`config.mk`:
```
export PLATFORM = sky130hd
export DESIGN_NAME = gen_clk_multi
export DESIGN_NICKNAME = d
export VERILOG_FILES = /design/src/rtl/gen_clk_multi.sv
export SDC_FILE = /design/constraint.sdc
export NUM_CORES = 1
export LEC_CHECK = 0
export ABC_CLOCK_PERIOD_IN_PS = 2400
export CAP_MARGIN = 20
export CORE_AREA = 2 2 39 41
export DETAILED_ROUTE_END_ITERATION = 7
export DIE_AREA = 0 0 41 43
export HOLD_SLACK_MARGIN = 0.15
export PLACE_DENSITY_LB_ADDON = 0.1
export REMOVE_ABC_BUFFERS = 1
export SLEW_MARGIN = 20
export SYNTH_ARGS = -nofsm -noshare
export SYNTH_HDL_FRONTEND = slang
export SYNTH_SLANG_ARGS = --single-unit
```
`constraint.sdc`:
```
create_clock -name clk_8f -period 2.4 [get_ports clk_8f]
set_clock_uncertainty 0.1 [all_clocks]
set_input_delay 0.6 -clock clk_8f [delete_from_list [all_inputs] [get_ports clk_8f]]
set_output_delay 0.6 -clock clk_8f [all_outputs]
set_load 0.05 [all_outputs]
```
`src/rtl/gen_clk_multi.sv`:
```
// rtl/gen_clk_multi.sv - multi-output binary clock divider with frame strobe and lock flag
// clk_out is the counter itself, so every divided clock is glitch-free and edge-aligned.
module gen_clk_multi #(
   parameter int NUM_OUT      = 3,
   parameter int LOCK_PERIODS = 2
) (
   input  logic               clk_8f,
   input  logic               rst,
   input  logic               enb,
   output logic [NUM_OUT-1:0] clk_out,
   output logic               sync_out,
   output logic               running,
   output logic               locked
);

   localparam logic [NUM_OUT-1:0] CNT_MAX  = '1;
   localparam logic [3:0]         LOCK_TGT = 4'(LOCK_PERIODS);

   typedef enum logic {
      S_IDLE,
      S_RUN
   } state_t;

   state_t             state;
   state_t             state_nx;
   logic [NUM_OUT-1:0] cnt;
   logic [NUM_OUT-1:0] cnt_nx;
   logic [3:0]         lock_cnt;
   logic [3:0]         lock_nx;

   always_ff @(posedge clk_8f) begin
      if (rst) begin
         state    <= S_IDLE;
         cnt      <= '0;
         lock_cnt <= '0;
         sync_out <= 1'b0;
         running  <= 1'b0;
         locked   <= 1'b0;
      end else begin
         state    <= state_nx;
         cnt      <= cnt_nx;
         lock_cnt <= lock_nx;
         // Flags are registered from next-state values so they align with cnt.
         sync_out <= (state_nx == S_RUN) && (cnt_nx == CNT_MAX);
         running  <= (state_nx == S_RUN);
         locked   <= (lock_nx == LOCK_TGT);
      end
   end

   assign clk_out = cnt;

   always_comb begin
      state_nx = state;
      cnt_nx   = cnt;
      lock_nx  = lock_cnt;
      case (state)
         S_IDLE: begin
            if (enb) state_nx = S_RUN;
         end
         S_RUN: begin
            // Natural wrap from CNT_MAX to 0 drops every output on the same edge.
            cnt_nx = cnt + NUM_OUT'(1);
            if (enb) begin
               if (cnt == CNT_MAX && lock_cnt != LOCK_TGT) lock_nx = lock_cnt + 4'd1;
            end else begin
               // Drain: finish the current slowest period so no pulse is truncated.
               lock_nx = '0;
               if (cnt == CNT_MAX) state_nx = S_IDLE;
            end
         end
         default: state_nx = S_IDLE;
      endcase
   end

endmodule

```
==> results.sh <==
export IMPL_finalSetupTns_ps=0
export IMPL_die_w_um=41
export IMPL_worstPathArrival_ps=1510
export IMPL_finalHoldViolCount=0
export IMPL_cp_start_kind="flop"
export IMPL_postRouteAntennaNets=0
export IMPL_grt_pass1_wl_um=1370
export IMPL_hold_class="reg -> reg"
export IMPL_seqPwrFrac_pct=53.8
export IMPL_cts_resized=0
export IMPL_synth_largest_area_cell="dfxtp_1"
export IMPL_ys_seq_elements=10
export IMPL_grt_ovfl_total=0
export IMPL_maxCapViolCount=0
export IMPL_status="complete, no violations"
export IMPL_timing_slew_headroom_pct=65.9
export IMPL_p_sw_share_pct=24.3
export IMPL_timing_critical_path_max_delay_family="buffers and inverters"
export IMPL_cp_cell_sequence="clkdlybuf4s50_1"
export IMPL_rows=14
export IMPL_fp_dieArea_um2=1760
export IMPL_setup_viol=0
export IMPL_vias=363
export IMPL_reg2reg_slack_ps=610
export IMPL_clk_path_buf_depth=2
export IMPL_grt_usage_pct=11.9
export IMPL_clk_pin_slew_ps=60
export IMPL_place_area_um2=579
export IMPL_place_inst=73
export IMPL_yosysTopAreaCellShare_pct=42.1
export IMPL_p_int_w=0.000247
export IMPL_drc=0
export IMPL_wl_per_cell_um=10.3
export IMPL_synth_warnings=0
export IMPL_period_minus_slack_ps=2210
export IMPL_final_cell_area_um2=602
export IMPL_fin_crit_sh_pct=92.1
export IMPL_pwr_share_clk_pct=32.0
export IMPL_io_pins=9
export IMPL_die_h_um=43
export IMPL_synth_area_per_cell_um2=9.70
export IMPL_critical_path_max_fanout=5
export IMPL_synth_area_top_cells="dfxtp_1, ha_1, xnor2_1"
export IMPL_final_cells=76
export IMPL_post_cts_buffers=0
export IMPL_max_stage_delay_ps=840
export IMPL_antenna_cells=0
export IMPL_hold_slack_ps=433
export IMPL_r2r_end="locked"
export IMPL_vias_per_cell=4.78
export IMPL_crit_start="clk_out[0]"
export IMPL_endpoint_kind="output port"
export IMPL_max_freq_mhz=453
export IMPL_syn_cell_area_um2=475
export IMPL_clkLatencyLatePin_ps=250
export IMPL_crit_path_end="clk_out[0]"
export IMPL_cts_hold_buffers=0
export IMPL_wl_um=783
export IMPL_slew_viol_final=0
export IMPL_cts_sinks=10
export IMPL_core_um2=1380
export IMPL_gp_congestion=0.619
export IMPL_antenna_found_initial=0
export IMPL_min_from="clk_out[2]"
export IMPL_worstSetupPathType="reg -> out"
export IMPL_p_leak_nw=0.235
export IMPL_tightest_slew_ps=511
export IMPL_cts_made_buffers=3
export IMPL_synth_distinct_cells=20
export IMPL_grt_max_degree=8
export IMPL_rsz0062_at_grt="no"
export IMPL_power_density_nw_per_um2=542
export IMPL_h_tree_depth=1
export IMPL_synthCells=49
export IMPL_cts_root_buf="clkbuf_4"
export IMPL_numPortBuffers=8
export IMPL_drive_gt1_share_pct=11.7
export IMPL_grt_pass1_vias=369
export IMPL_cts_tree="built"
export IMPL_hpwl_um=644
export IMPL_critPathBufInv=1
export IMPL_worst_path_max_delay_cell="clkdlybuf4s50_1"
export IMPL_dr_pass1_iters=1
export IMPL_required_ps=1700
export IMPL_reg2reg_depth=6
export IMPL_path_depth=1
export IMPL_nets=69
export IMPL_ys_seq_area_share_pct=42.1
export IMPL_p_switching_w=0.0000793
export IMPL_drt_iter0_drc=0
export IMPL_combPwrFrac_pct=14.2
export IMPL_ir_worst_vdd_mv=0.334
export IMPL_area_growth_pct=26.6
export IMPL_r2r_start="clk_out[0]"
export IMPL_start_util_pct=34.4
## cell usage in the layout (no fill, tap or decap), types with 2 or more instances in the layout
master	count
clkbuf_4	3
mux2i_1	2
dfxtp_1	10
nor2_1	6
a21oi_1	4
nor3_1	2
xnor2_1	3
inv_1	2
nand4_1	2
clkdlybuf4s50_1	8
xor2_1	2
ha_1	4
nand2b_1	3
## routing by layer
layer	vias up	global-route usage (%)	wire length, um
met4	0	10.0	5
met5	-	0	0
met1	164	13.6	359
met2	7	16.9	386
met3	2	3.66	32
li1	190	-	-
## worst min path at each step
stage                        endpoint  slack [ps]  depth (start not counted)
after floorplan           lock_cnt[3]         410                          2
after global placement     clk_out[2]         430                          2
after detailed placement   clk_out[2]         440                          2
after CTS                  clk_out[2]         440                          2
after global routing       clk_out[2]         460                          2
final                      clk_out[2]         430                          2
## sequential cells by signal, summed over array words and instances (netlist names)
signal,cells
clk_out,3
lock_cnt,4
locked,1
state,1
sync_out,1
## stage by stage
step	util [%]	setup WS (ps)	power, W
detailed placement	41.9	458	0.000226
CTS	43.5	166	0.000336
floorplan	-	445	0.000207
global route	43.5	147	0.000348
global placement	41.9	468	0.000226
finish	43.5	190	0.000326
## logic make-up (layout without fill, tap and decap cells)
| kind of cell | count (synthesis) | after routing | synth area share, % |
|---|---|---|---|
| and+or+nand+nor | 19 | 19 | 22.6 |
| DFF | 10 | 10 | 42.1 |
| AOI/OAI and AO/OA | 6 | 6 | 8.95 |
| xor gates and xnor gates | 5 | 5 | 9.21 |
| adders and majority gates | 4 | 4 | 10.5 |
| buffers and inverters | 3 | 14 | 2.37 |
| muxes | 2 | 2 | 4.21 |
## cells in the mapped netlist, drive strengths merged
| cell | count |
|---|---|
| dfxtp | 10 |
| nor2 | 6 |
| a21oi | 4 |
| ha | 4 |
| nand2b | 3 |
| xnor2 | 3 |
| and2 | 2 |
| inv | 2 |
| mux2i | 2 |
| nand4 | 2 |
| nor3 | 2 |
| xor2 | 2 |
| a211oi | 1 |
| and3b | 1 |
| clkbuf | 1 |
| nand2 | 1 |
| nand3 | 1 |
| o311a | 1 |
| or3b | 1 |
## power groups by stage
| stage | Clock, W | Sequential [W] | Combinational (W) |
|---|---|---|---|
| after global placement | 0 | 0.000179 | 0.0000476 |
| after CTS | 0.000114 | 0.000175 | 0.0000472 |
| final | 0.000104 | 0.000175 | 0.0000463 |
| after detailed placement | 0 | 0.000179 | 0.0000470 |
| after global routing | 0.000122 | 0.000176 | 0.0000505 |
| after floorplan | 0 | 0.000196 | 0.0000118 |
## area by class of cell
cell class	instances	area, um^2
Fill cell	145	782
Multi-Input combinational cell	36	264
Clock buffer	3	22.5
Tap cell	16	20.0
Inverter	2	7.51
Timing Repair Buffer	9	87.6
Sequential cell	10	200
## worst min-delay path: stages (launching register included)
cell	delay, ps
dfxtp_1	320
nand2b_1	90
a21oi_1	70
Note: power is estimated with default switching activity, not from simulation.
